`src/rtl/zoom_pkg.sv`:
```
`default_nettype none
// zoom_pkg: center limits and defaults, arithmetic width, scheduler states and pan button bit positions.
package zoom_pkg;

  localparam int CX_DEFAULT = 960;
  localparam int CY_DEFAULT = 540;
  localparam int CX_MIN     = 320;
  localparam int CX_MAX     = 1600;
  localparam int CY_MIN     = 180;
  localparam int CY_MAX     = 900;

  // Signed width used for all center arithmetic before saturation.
  localparam int CW = 13;

  localparam int PAN_UP    = 3;
  localparam int PAN_DOWN  = 2;
  localparam int PAN_LEFT  = 1;
  localparam int PAN_RIGHT = 0;

  typedef enum logic [1:0] {
    IDLE      = 2'd0,
    WAIT_SYNC = 2'd1,
    RUN       = 2'd2,
    UPDATE    = 2'd3
  } state_t;

endpackage
`default_nettype wire

```
`src/rtl/zoom_center_clamp.sv`:
```
`default_nettype none
// zoom_center_clamp: moves one center axis by +/-step and saturates the result to [MIN,MAX].
module zoom_center_clamp
  import zoom_pkg::*;
#(
  parameter int W   = 12,
  parameter int MIN = 0,
  parameter int MAX = 4095
) (
  input  logic [W-1:0]  cur_i,
  input  logic          inc_i,
  input  logic          dec_i,
  input  logic [CW-1:0] step_i,
  output logic [W-1:0]  next_o
);

  localparam logic signed [CW-1:0] MIN_S = CW'(MIN);
  localparam logic signed [CW-1:0] MAX_S = CW'(MAX);

  logic signed [CW-1:0] cur_s;
  logic signed [CW-1:0] sum_s;
  logic signed [CW-1:0] sat_s;

  always_comb begin
    cur_s = signed'({{(CW-W){1'b0}}, cur_i});
    sum_s = cur_s;
    // Both directions pressed cancel out.
    if (inc_i && !dec_i) begin
      sum_s = cur_s + signed'(step_i);
    end else if (dec_i && !inc_i) begin
      sum_s = cur_s - signed'(step_i);
    end
    sat_s = sum_s;
    if (sum_s < MIN_S) begin
      sat_s = MIN_S;
    end else if (sum_s > MAX_S) begin
      sat_s = MAX_S;
    end
    next_o = W'(sat_s);
  end

endmodule
`default_nettype wire

```
`src/rtl/zoom_frame_scheduler.sv`:
```
`default_nettype none
// zoom_frame_scheduler: paces one address frame per display sync and pans/recenters the zoom center.
// Optional ZOOM_PAN_ACCEL_EN: doubles the pan step while the same buttons stay held, capped at MAX_STEP.
module zoom_frame_scheduler
  import zoom_pkg::*;
#(
  parameter int PAN_STEP = 4,
  parameter int MAX_STEP = 64
) (
  input  logic        clk_in,
  input  logic        rst_in,
  input  logic        enable_in,
  input  logic        sync_in,
  input  logic [3:0]  pan_in,
  input  logic        recenter_in,
  input  logic        addr_ready_in,
  input  logic        gen_tlast_in,
  output logic        addr_valid_out,
  output logic        incr_out,
  output logic [11:0] center_x_out,
  output logic [10:0] center_y_out,
  output logic        frame_done_out,
  output logic        overrun_out
);

  localparam logic [CW-1:0] STEP_INIT = CW'(PAN_STEP);

  state_t        state_q;
  logic          valid_q;
  logic          done_q;
  logic          overrun_q;
  logic          recenter_q;
  logic [11:0]   cx_q;
  logic [11:0]   cx_d;
  logic [11:0]   cx_next;
  logic [10:0]   cy_q;
  logic [10:0]   cy_d;
  logic [10:0]   cy_next;
  logic [CW-1:0] step_q;
  logic [CW-1:0] step_d;
  logic          recenter_any;

`ifdef ZOOM_PAN_ACCEL_EN
  localparam logic [CW:0] STEP_CAP = (CW+1)'(MAX_STEP);
  logic [3:0]  prev_pan_q;
  logic [CW:0] step_dbl;

  always_comb begin
    step_dbl = {step_q, 1'b0};
    if ((pan_in != 4'b0000) && (pan_in == prev_pan_q)) begin
      step_d = (step_dbl > STEP_CAP) ? STEP_CAP[CW-1:0] : step_dbl[CW-1:0];
    end else begin
      step_d = STEP_INIT;
    end
  end
`else
  always_comb begin
    step_d = step_q;
  end
`endif

  zoom_center_clamp #(
    .W   (12),
    .MIN (CX_MIN),
    .MAX (CX_MAX)
  ) u_clamp_x (
    .cur_i  (cx_q),
    .inc_i  (pan_in[PAN_RIGHT]),
    .dec_i  (pan_in[PAN_LEFT]),
    .step_i (step_d),
    .next_o (cx_next)
  );

  zoom_center_clamp #(
    .W   (11),
    .MIN (CY_MIN),
    .MAX (CY_MAX)
  ) u_clamp_y (
    .cur_i  (cy_q),
    .inc_i  (pan_in[PAN_DOWN]),
    .dec_i  (pan_in[PAN_UP]),
    .step_i (step_d),
    .next_o (cy_next)
  );

  // A recenter arriving in the UPDATE cycle itself still wins.
  always_comb begin
    recenter_any = recenter_q | recenter_in;
    cx_d = recenter_any ? 12'(CX_DEFAULT) : cx_next;
    cy_d = recenter_any ? 11'(CY_DEFAULT) : cy_next;
  end

  assign incr_out       = valid_q & addr_ready_in;
  assign addr_valid_out = valid_q;
  assign frame_done_out = done_q;
  assign overrun_out    = overrun_q;
  assign center_x_out   = cx_q;
  assign center_y_out   = cy_q;

  always_ff @(posedge clk_in) begin
    if (rst_in) begin
      state_q    <= IDLE;
      valid_q    <= 1'b0;
      done_q     <= 1'b0;
      overrun_q  <= 1'b0;
      recenter_q <= 1'b0;
      cx_q       <= 12'(CX_DEFAULT);
      cy_q       <= 11'(CY_DEFAULT);
      step_q     <= STEP_INIT;
`ifdef ZOOM_PAN_ACCEL_EN
      prev_pan_q <= 4'b0000;
`endif
    end else begin
      done_q <= 1'b0;
      if (recenter_in) begin
        recenter_q <= 1'b1;
      end
      if (sync_in && ((state_q == RUN) || (state_q == UPDATE))) begin
        overrun_q <= 1'b1;
      end
      case (state_q)
        IDLE: begin
          if (enable_in) begin
            state_q <= WAIT_SYNC;
          end
        end
        WAIT_SYNC: begin
          if (sync_in) begin
            state_q <= RUN;
          end
        end
        RUN: begin
          // Valid rises one cycle into RUN, then stays up until the last handshake.
          if (incr_out && gen_tlast_in) begin
            state_q <= UPDATE;
            valid_q <= 1'b0;
            done_q  <= 1'b1;
          end else begin
            valid_q <= 1'b1;
          end
        end
        UPDATE: begin
          cx_q       <= cx_d;
          cy_q       <= cy_d;
          step_q     <= step_d;
          recenter_q <= 1'b0;
`ifdef ZOOM_PAN_ACCEL_EN
          prev_pan_q <= pan_in;
`endif
          state_q    <= enable_in ? WAIT_SYNC : IDLE;
        end
        default: begin
          state_q <= IDLE;
        end
      endcase
    end
  end

endmodule
`default_nettype wire

```
`config.mk`:
```
export PLATFORM = sky130hd
export DESIGN_NAME = zoom_frame_scheduler
export DESIGN_NICKNAME = d
export VERILOG_FILES = /design/src/rtl/zoom_pkg.sv /design/src/rtl/zoom_center_clamp.sv /design/src/rtl/zoom_frame_scheduler.sv
export SDC_FILE = /design/constraint.sdc
export NUM_CORES = 1
export LEC_CHECK = 0
export CORE_MARGIN = 2
export CORE_UTILIZATION = 53
export DETAILED_ROUTE_END_ITERATION = 16
export PLACE_DENSITY = 0.83
export SLEW_MARGIN = 20
export SYNTH_ARGS = -nofsm -noshare
export SYNTH_HDL_FRONTEND = slang
export SYNTH_SLANG_ARGS = --single-unit
```
`constraint.sdc`:
```
create_clock -name clk_in -period 2.8 [get_ports clk_in]
set_input_delay 0.56 -clock clk_in [delete_from_list [all_inputs] [get_ports clk_in]]
set_output_delay 0.56 -clock clk_in [all_outputs]
set_load 0.05 [all_outputs]
```
==> metrics.md, run 1 <==
| Metric | Value |
|---|---|
| Synth area leaders | `dfxtp_1, ha_1, nor2_1` |
| Clk sinks | `25` |
| Post-DP HPWL | `4.04 mm` |
| Syn. warnings | `0` |
| Overall routed net length | `5.44 mm` |
| Fill count | `308` |
| Synth Register Bits | `25` |
| Static leakage | `1.07 nW` |
| Post-DR wirelength/cell | `14.9 um` |
| Synth Instances | `260` |
| Mapped Area | `2050 um2` |
| Multi-input logic area | `1450 um2` |
| Worst Path Max Fanout | `8` |
| Initial core utilization | `0.556` |
| Critical path's largest stage delay | `0.57 ns` |
| Die area | `4390 um2` |
| Startpoint types | `flip-flop` |
| RePlAce Congestion | `0.887` |
| Vias per std cell | `5.96` |
| Via count | `2174` |
| Vias in the first global route | `2034` |
| Total track usage | `0.253` |
| R2R Path Start | `center_y_out[3]` |
| Num CTS Buffers | `3` |
| Cts hold-fix bufs | `0` |
| Flip-flop and latch area | `503 um2` |
| Root Driver | `clkbuf_8` |
| Clock Pin Slew Worst Setup and Hold Paths | `0.09 ns` |
| WS Path Type | `reg -> reg` |
| Clk_lat worst skew | `0.27 ns` |
| Port Buf Inserts | `33` |
| Number of instances in the placed design | `360` |
| Layout area overhead | `32.0%` |
| Netlist cell types | `64` |
| Pwr dens | `351 nW/um2` |
| Crit path cell chain | `inv_1, ha_1, and4bb_1, and3b_1, a41oi_1, xor2_1, or4_1, nand2_1, nor2_1, a41o_1` |
| Final Hold Viols | `0` |
| Total number of H-tree levels | `1` |
| Clock buffer depth | `2` |
| IO Count | `38` |
| Worst EP required | `2.97 ns` |
| Num rows | `22` |
| Initial antenna violation count | `0` |
| Arr. time, crit path | `2.82 ns` |
| Pre-antenna DRT Iters | `4` |
| EDFF count, synth | `0` |
| Status | `finished, final reports clean` |
| DR iter-0 viols | `157` |
| Post-synthesis cell type with the largest combined area | `dfxtp_1` |
| Post-Layout Cell Count | `365` |
| Sequential area share after synthesis | `0.244` |
| Syn Area/Cell | `7.89 um2` |
| Critical path origin | `center_y_out[3]` |
| RSZ-0062 raised after global routing | `false` |
| Chip Width | `66.2 um` |
| Die H | `66.2 um` |
| Post-route DRC | `0` |
| HP Start | `overrun_out` |
| MaxCap Viol Count | `0` |
| NumNets Final | `338` |
| Total grt overflow | `0` |
| Fin crit period | `2.65 ns` |
| Tcrit/Tclk final | `0.947` |
| Ant. Diodes | `0` |
| Largest net degree at the start of global routing | `17` |
| Setup crit end kind | `flip-flop` |
| TritonCTS clock tree | `yes` |
| Top FF cell, synth | `dfxtp_1` |
| Post-synth ARST share | `0` |
| Share of layout cells above drive strength 1 | `0.196` |
| Family with the most delay on the worst path | `simple AND/OR/NAND/NOR gates` |
| Endpoints failing setup | `0` |
| Post-DRT Antenna Nets | `0` |
| Crit-path slowest cell | `or4_1` |
| WP buf/inv | `1` |
| Final Power | `0.952 mW` |
| Core outline area | `3690 um2` |
| Final setup skew | `0.00709 ns` |
| First-pass GRT wire length | `8.81 mm` |
| Actual slew at the worst max-slew pin | `0.596 ns` |
| Yosys top cell area share | `0.244` |
| Max Freq | `377 MHz` |
| Slew HR | `0.603` |
| VDD IR max | `405 uV` |
| Max-slew violation count | `0` |
| Min-Delay Path Class | `reg -> reg` |
## layer usage
metal / share of wire / global-route usage / vias up
li1: - / - / 1073
met4: 0.025 / 0.120 / 0
met3: 0.035 / 0.0290 / 18
met1: 0.43 / 0.308 / 1029
met5: 0 / 0 / -
met2: 0.51 / 0.439 / 54
## logic make-up (layout without fill, tap and decap cells)
logic type,after synthesis,after routing,share of synthesized area
and+or+nand+nor,109,109,0.322
AOI/OAI and AO/OA,69,69,0.231
buffers and inverters,30,84,0.0707
DFF,25,25,0.244
xor gates and xnor gates,12,12,0.0512
adders and majority gates,9,9,0.0549
muxes,5,5,0.0244
other,1,4,0.00183
## final timing paths
path	cells after the start	slack, ns	to
max reg2reg	10	0.15	center_y_out[3]
max	10	0.15	center_y_out[3]
min	2	0.46	overrun_out
min reg2reg	2	0.46	overrun_out
## state kept, by name, summed over array words and instances, names as in the netlist
| register | cells |
|---|---|
| center_x_out | 10 |
| center_y_out | 9 |
| state_q | 2 |
| addr_valid_out | 1 |
| frame_done_out | 1 |
| overrun_out | 1 |
| recenter_q | 1 |
## cell usage after synthesis (all sizes together), types with 6 or more instances
cell type and count:
dfxtp 25, nor2 21, nand2 17, o21ai 16
a21oi 13, inv 13, clkbuf 9, ha 9
nand3 9, buf 8, xnor2 7, and2 6
nand2b 6, nor4 6, or3 6
## through the flow
stage | worst slack [ns] | hold slack [ns] | setup TNS, ns | utilization | cell area (um2)
after floorplan | 0.143 | 0.450 | 0 | - | 2070
after global placement | -0.176 | 0.436 | -1.40 | 0.706 | 2610
after detailed placement | -0.234 | 0.446 | -2.13 | 0.706 | 2610
after CTS | 0.0609 | 0.460 | 0 | 0.719 | 2650
after global routing | 0.0362 | 0.485 | 0 | 0.734 | 2710
final | 0.148 | 0.456 | 0 | 0.734 | 2710
## worst register-to-register path, stage by stage, from the launching register on
cell and delay [ns]:
dfxtp_2 0.45, inv_1 0.13, ha_1 0.22, and4bb_1 0.20, and3b_1 0.17, a41oi_1 0.26, xor2_1 0.14, or4_1 0.57
nand2_1 0.11, nor2_1 0.06, a41o_1 0.25
## placed cells by master (no fill, tap or decap), types with 5 or more instances in the layout
master / n
o21ai_0: 11
mux2i_1: 5
o21ai_1: 5
xnor2_1: 6
ha_1: 9
nand2b_1: 5
or3_1: 5
xor2_1: 5
nor2_1: 21
nand3_1: 9
nand2_1: 16
a21oi_1: 13
clkdlybuf4s50_1: 28
buf_4: 35
inv_1: 11
and2_1: 6
dfxtp_1: 23
## timing repair
| action | CTS | global route |
|---|---|---|
| endpoints found under the setup margin | 0 | 10 |
| resized for setup | 0 | 11 |
| setup buffers | 0 | 1 |
## power breakdown
| part | leakage [nW] | internal (mW) | switching (mW) |
|---|---|---|---|
| Sequential | 0.202 | 0.382 | 0.0244 |
| Clock | 0.0217 | 0.101 | 0.115 |
| Combinational | 0.848 | 0.130 | 0.199 |
| Total | 1.07 | 0.613 | 0.339 |
## cell type report
class	instances	area share
flip-flops and latches	25	0.186
well taps	48	0.0222
clock buffers	3	0.0152
inverters	13	0.0180
clock inverters	1	0.00277
repair buffers	67	0.219
multi-input cells	208	0.537
No activity file was read; power rests on OpenSTA's default activity.
==> inputs of run 2 (changes only) <==
--- a/config.mk
+++ b/config.mk
@@ -5,9 +5,9 @@
 export SDC_FILE = /design/constraint.sdc
 export NUM_CORES = 1
 export LEC_CHECK = 0
-export CORE_MARGIN = 2
 export CORE_UTILIZATION = 53
 export DETAILED_ROUTE_END_ITERATION = 16
+export HOLD_SLACK_MARGIN = 0.12
 export PLACE_DENSITY = 0.83
 export SLEW_MARGIN = 20
 export SYNTH_ARGS = -nofsm -noshare
==> run 2 against run 1 <==
Design area grew 2.0%; routed wire length shrank 1.9%; via count grew 1.2%; sequential share of layout area shrank 0.36 points; fmax shrank 2.0%; highest routed layer unchanged; sequential power is essentially flat; total power shrank 0.84%; critical path type is now in -> reg; largest cell class unchanged; count of clock-buffer cells in the layout is the same; clock power is essentially flat; die area shrank 5.9%.
==> metrics.md, run 2 (synthesis results as in run 1) <==
| Metric | Value |
|---|---|
| Status | `finished, final reports clean` |
| Actual slew at the worst max-slew pin | `0.528 ns (-0.0683 ns)` |
| Max reg flops | `10 (unchanged)` |
| Endpoints failing setup | `0 (unchanged)` |
| MaxCap Viol Count | `0 (unchanged)` |
| Max-slew violation count | `0 (unchanged)` |
| Clk sinks | `25 (unchanged)` |
| Worst Path Max Fanout | `6 (-2)` |
| Worst EP required | `2.97 ns (about the same)` |
| Die H | `64.2 um (-3.0%)` |
| Overall routed net length | `5.33 mm (-1.9%)` |
| Ant. Diodes | `0 (unchanged)` |
| Root Driver | `clkbuf_8` |
| Vias per std cell | `5.95 (-0.17%)` |
| Setup crit end kind | `flip-flop` |
| Clock buffer depth | `2 (unchanged)` |
| Vias in the first global route | `1971 (-3.1%)` |
| VDD IR max | `329 uV (-19%)` |
| Num CTS Buffers | `3 (unchanged)` |
| Slew HR | `0.648 (+0.0455)` |
| Pre-antenna DRT Iters | `4 (unchanged)` |
| DR iter-0 viols | `123 (-22%)` |
| Max Freq | `369 MHz (-2.0%)` |
| Post-DRT Antenna Nets | `0 (unchanged)` |
| Clk_lat worst skew | `0.27 ns (about the same)` |
| Startpoint types | `input pin` |
| Number of instances in the placed design | `363 (+0.83%)` |
| Fill count | `307 (-0.32%)` |
| Post-DR wirelength/cell | `14.4 um (-3.3%)` |
| Total number of H-tree levels | `1 (unchanged)` |
| WS Path Type | `in -> reg` |
| Port Buf Inserts | `33 (unchanged)` |
| Multi-input logic area | `1480 um2 (+1.5%)` |
| NumNets Final | `343 (+1.5%)` |
| Initial core utilization | `0.556 (unchanged)` |
| Most common cell after layout, fill and taps aside | `buf_4` |
| Total grt overflow | `0 (unchanged)` |
| Pwr dens | `342 nW/um2 (-2.8%)` |
| RePlAce Congestion | `0.888 (about the same)` |
| Static leakage | `1.08 nW (+0.64%)` |
| Post-route DRC | `0 (unchanged)` |
| Post-Layout Cell Count | `370 (+1.4%)` |
| Tcrit/Tclk final | `0.967 (+0.0194)` |
| Hold Slack | `0.456 ns (-0.0000960 ns)` |
| Post-layout util | `0.749 (+0.0146)` |
| Most frequent cells in the layout | `buf_4, clkdlybuf4s50_1, dfxtp_1` |
| Final Hold Viols | `0 (unchanged)` |
| Final setup skew | `0.00881 ns (+0.00172 ns)` |
| Total track usage | `0.257 (+0.00382)` |
| Core outline area | `3690 um2 (unchanged)` |
| Via count | `2200 (+1.2%)` |
| Flip-flop and latch area | `503 um2 (unchanged)` |
| IO Count | `38 (unchanged)` |
| Largest net degree at the start of global routing | `16 (-1)` |
| Initial antenna violation count | `0 (unchanged)` |
| Clock Pin Slew Worst Setup and Hold Paths | `0.09 ns (about the same)` |
| Arr. time, crit path | `2.88 ns (+0.06 ns)` |
| Post-DP HPWL | `4.05 mm (+0.24%)` |
| Fin crit period | `2.71 ns (+0.0543 ns)` |
| Die area | `4120 um2 (-5.9%)` |
| Num rows | `22 (unchanged)` |
| Share of layout cells above drive strength 1 | `0.224 (+0.0280)` |
| Min-Delay Path Class | `reg -> reg` |
| TritonCTS clock tree | `yes` |
| First-pass GRT wire length | `8.43 mm (-4.3%)` |
| Chip Width | `64.2 um (-3.0%)` |
| Layout area overhead | `34.6%` |
run 2: power by group:
| group | switching [mW] | internal [mW] |
|---|---|---|
| clock network | 0.114 | 0.101 |
| registers | 0.0244 | 0.382 |
| logic | 0.190 | 0.132 |
| total | 0.329 | 0.615 |
run 2: area by class of cell:
| type | count | area share |
|---|---|---|
| Clock buffer | 3 | 0.0150 |
| Clock inverter | 1 | 0.00272 |
| Inverter | 13 | 0.0177 |
| Multi-Input combinational cell | 208 | 0.534 |
| Sequential cell | 25 | 0.182 |
| Tap cell | 48 | 0.0217 |
| Timing Repair Buffer | 72 | 0.227 |
run 2: timing repair:
| action | in CTS | in global routing |
|---|---|---|
| resized for setup | 0 | 15 |
| setup buffers | 0 | 3 |
| hold buffers | 0 | 0 |
| hold endpoints to repair | 0 | 0 |
| endpoints found under the setup margin | 0 | 12 |
run 2: routing by layer:
layer,part of all wire,track usage
met5,0,0
met4,0.028,0.103
met3,0.045,0.0286
met2,0.50,0.473
met1,0.42,0.299
run 2: worst max-delay path, stage by stage:
cell and delay [ns]:
clkdlybuf4s50_1 0.55, or4b_4 0.52, or3_1 0.36, nand4_1 0.11, o21ai_1 0.11, a221oi_2 0.23, nand2b_4 0.22, inv_2 0.04
a22o_1 0.18
run 2: path summary, 6_finish.rpt:
path	depth (start not counted)	from	endpoint	slack, ns
setup / recovery	9	pan_in[1]	center_x_out[5]	0.09
hold / removal	2	overrun_out	overrun_out	0.46
setup reg to reg	10	center_y_out[3]	center_y_out[3]	0.15
hold reg to reg	2	overrun_out	overrun_out	0.46
run 2: per-stage QoR:
| step | power, mW | cell area, um2 | setup TNS [ns] | setup slack, ns |
|---|---|---|---|---|
| floorplan | 0.627 | 2070 | 0 | 0.143 |
| global placement | 0.719 | 2630 | -1.38 | -0.161 |
| detailed placement | 0.728 | 2630 | -2.23 | -0.215 |
| CTS | 0.940 | 2680 | 0 | 0.0591 |
| global route | 0.999 | 2760 | -0.0221 | -0.0108 |
| finish | 0.944 | 2760 | 0 | 0.0936 |
==> inputs of run 3 (changes only) <==
--- a/config.mk
+++ b/config.mk
@@ -7,6 +7,7 @@
 export LEC_CHECK = 0
 export CORE_UTILIZATION = 53
 export DETAILED_ROUTE_END_ITERATION = 16
+export GPL_TIMING_DRIVEN = 0
 export HOLD_SLACK_MARGIN = 0.12
 export PLACE_DENSITY = 0.83
 export SLEW_MARGIN = 20
==> run 3 against run 2 <==
Via count is 7.3% lower; fmax is 4.6% higher; critical endpoint unchanged; setup slack better by 0.12 ns; highest routed layer unchanged; non-clock buffer count is 23 lower; utilization is 5.5 points lower; cell count is 6.2% lower; clock skew is 0.0016 ns lower; total power is 2.1% lower; register-to-register slack better by 0.06 ns; worst hold slack better by 0.0081 ns; sequential share of layout area is 1.4 points higher.
==> metrics.md, run 3 (synthesis results as in run 1) <==
| Metric | Value |
|---|---|
| Endpoints failing setup | `0 (unchanged)` |
| Worst setup endpoint | `center_x_out[5]` |
| Num CTS Buffers | `3 (unchanged)` |
| Core outline area | `3690 um2 (unchanged)` |
| Arr. time, crit path | `2.75 ns (-0.13 ns)` |
| Root Driver | `clkbuf_8` |
| Clk sinks | `25 (unchanged)` |
| Post-DR wirelength/cell | `14.3 um (-0.85%)` |
| Share of layout cells above drive strength 1 | `0.144 (-0.0798)` |
| Worst EP required | `2.97 ns (about the same)` |
| Tcrit/Tclk final | `0.924 (-0.0426)` |
| Layout area overhead | `24.7%` |
| Status | `finished, final reports clean` |
| First-pass GRT wire length | `8.46 mm (+0.33%)` |
| Die area | `4120 um2 (unchanged)` |
| M1 WL | `2.23 mm (-1.3%)` |
| Initial core utilization | `0.556 (unchanged)` |
| Port Buf Inserts | `31 (-6.1%)` |
| Min-Delay Path Class | `reg -> reg` |
| Max-slew violation count | `0 (unchanged)` |
| TritonCTS clock tree | `yes` |
| Most frequent cells in the layout | `clkdlybuf4s50_1, dfxtp_1, nor2_1` |
| NumNets Final | `320 (-6.7%)` |
| IO Count | `38 (unchanged)` |
| Clock Pin Slew Worst Setup and Hold Paths | `0.09 ns (about the same)` |
| Reg2reg setup slack | `0.21 ns (+0.06 ns)` |
| Via count | `2040 (-7.3%)` |
| Ant. Diodes | `0 (unchanged)` |
| Post-layout util | `0.694 (-0.0550)` |
| Fin crit period | `2.59 ns (-0.119 ns)` |
| Static leakage | `0.942 nW (-13%)` |
| R2R Path Start | `center_x_out[2]` |
| WS Path Type | `reg -> reg` |
| Max reg flops | `10 (unchanged)` |
| Largest net degree at the start of global routing | `16 (unchanged)` |
| Post-route DRC | `0 (unchanged)` |
| Routed wl met2 | `2.47 mm (-7.9%)` |
| Slew HR | `0.470 (-0.178)` |
| Setup crit end kind | `flip-flop` |
| Final setup skew | `0.00721 ns (-0.00160 ns)` |
| Actual slew at the worst max-slew pin | `0.792 ns (+0.265 ns)` |
| Post-DP HPWL | `3.73 mm (-7.9%)` |
| Final Hold Viols | `0 (unchanged)` |
| Vias in the first global route | `1912 (-3.0%)` |
| RR Endpoint | `center_x_out[5]` |
| Number of instances in the placed design | `342 (-5.8%)` |
| Clock buffer depth | `2 (unchanged)` |
| Total grt overflow | `0 (unchanged)` |
| Critical path origin | `center_x_out[2]` |
| Overall routed net length | `4.96 mm (-7.0%)` |
| Initial antenna violation count | `0 (unchanged)` |
| VDD IR max | `338 uV (+2.5%)` |
| Fill count | `316 (+2.9%)` |
| Chip Width | `64.2 um (unchanged)` |
| Fin Setup TNS | `0 ns (unchanged)` |
| Post-DRT Antenna Nets | `0 (unchanged)` |
| Vias per std cell | `5.88 (-1.1%)` |
| Final Power | `0.924 mW (-2.1%)` |
| Die H | `64.2 um (unchanged)` |
| Worst R2R Path Depth | `11 (+1)` |
| Startpoint types | `flip-flop` |
| Post-Layout Cell Count | `347 (-6.2%)` |
| Pre-antenna DRT Iters | `4 (unchanged)` |
| Metal3 WL | `190 um (-21%)` |
| DR top layer | `met4` |
| HP Start | `overrun_out` |
| Worst Path Max Fanout | `9 (+3)` |
| RePlAce Congestion | `0.882 (-0.61%)` |
| Max Freq | `387 MHz (+4.6%)` |
| DR iter-0 viols | `130 (+5.7%)` |
| Total number of H-tree levels | `1 (unchanged)` |
| Pwr dens | `361 nW/um2 (+5.7%)` |
| Num rows | `22 (unchanged)` |
| Total track usage | `0.253 (-0.00320)` |
| Most common cell after layout, fill and taps aside | `clkdlybuf4s50_1` |
| Clk_lat worst skew | `0.27 ns (about the same)` |
| MaxCap Viol Count | `0 (unchanged)` |
==> run 3: changes by cell type in the layout (fill, tap and decap cells not counted), moves of 2 or more <==
| cell | before | now |
|---|---|---|
| clkdlybuf4s50_1 | 30 | 28 |
| clkbuf_1 | 0 | 8 |
| buf_2 | 0 | 2 |
| buf_6 | 0 | 2 |
| buf_4 | 40 | 5 |
==> run 3: routing by layer <==
metal,vias to the layer above,global-route usage
met5,-,0
met2,49,0.434
met3,8,0.0232
met4,0,0.106
li1,1040,-
met1,943,0.324
==> run 3: how the worst min path moves through the flow <==
stage	endpoint	slack (ns)	cells after the start
2_1_floorplan	recenter_q	0.45	2
4_1_cts	overrun_out	0.47	2
5_1_grt	overrun_out	0.48	2
3_5_place_dp	overrun_out	0.45	2
6_report	overrun_out	0.46	2
3_3_place_gp	overrun_out	0.44	2
==> run 3: repair_timing <==
| item | CTS | global route |
|---|---|---|
| buffers inserted | 1 | 0 |
| pin swaps | 0 | 1 |
| hold buffers | 0 | 0 |
| endpoints found under the hold margin | 0 | 0 |
| resized for setup | 4 | 13 |
| endpoints found under the setup margin | 5 | 13 |
==> run 3: cell type report <==
type / instances / area, um2 / share of cell area
Buffer: 17 / 97.6 / 0.0381
Inverter: 13 / 48.8 / 0.0191
Clock buffer: 3 / 41.3 / 0.0161
Clock inverter: 1 / 7.51 / 0.00293
Multi-Input combinational cell: 208 / 1480 / 0.578
Sequential cell: 25 / 503 / 0.197
Tap cell: 48 / 60.1 / 0.0235
Timing Repair Buffer: 32 / 322 / 0.126
==> run 3: critical path: stages (launching register included) <==
cell      delay [ns]
dfxtp_1         0.33
clkbuf_2        0.17
inv_1           0.13
ha_1            0.16
nand3b_1        0.24
o22ai_2         0.26
xor2_1          0.22
o21ai_0         0.19
a221oi_2        0.32
nand2b_4        0.23
inv_2           0.04
a22o_1          0.19
==> run 3: stage by stage <==
stage / hold WS, ns / area (um2) / setup slack, ns
CTS: 0.468 / 2510 / 0.00529
detailed placement: 0.454 / 2440 / -0.364
global placement: 0.438 / 2440 / -0.312
finish: 0.464 / 2560 / 0.213
global route: 0.484 / 2560 / -0.00317
floorplan: 0.450 / 2070 / 0.143
==> run 3: report_power, final <==
part           total [mW]  internal, mW  switching (mW)
Clock               0.214         0.101           0.113
Combinational       0.308         0.116           0.193
Sequential          0.402         0.382          0.0205
Total               0.924         0.598           0.326
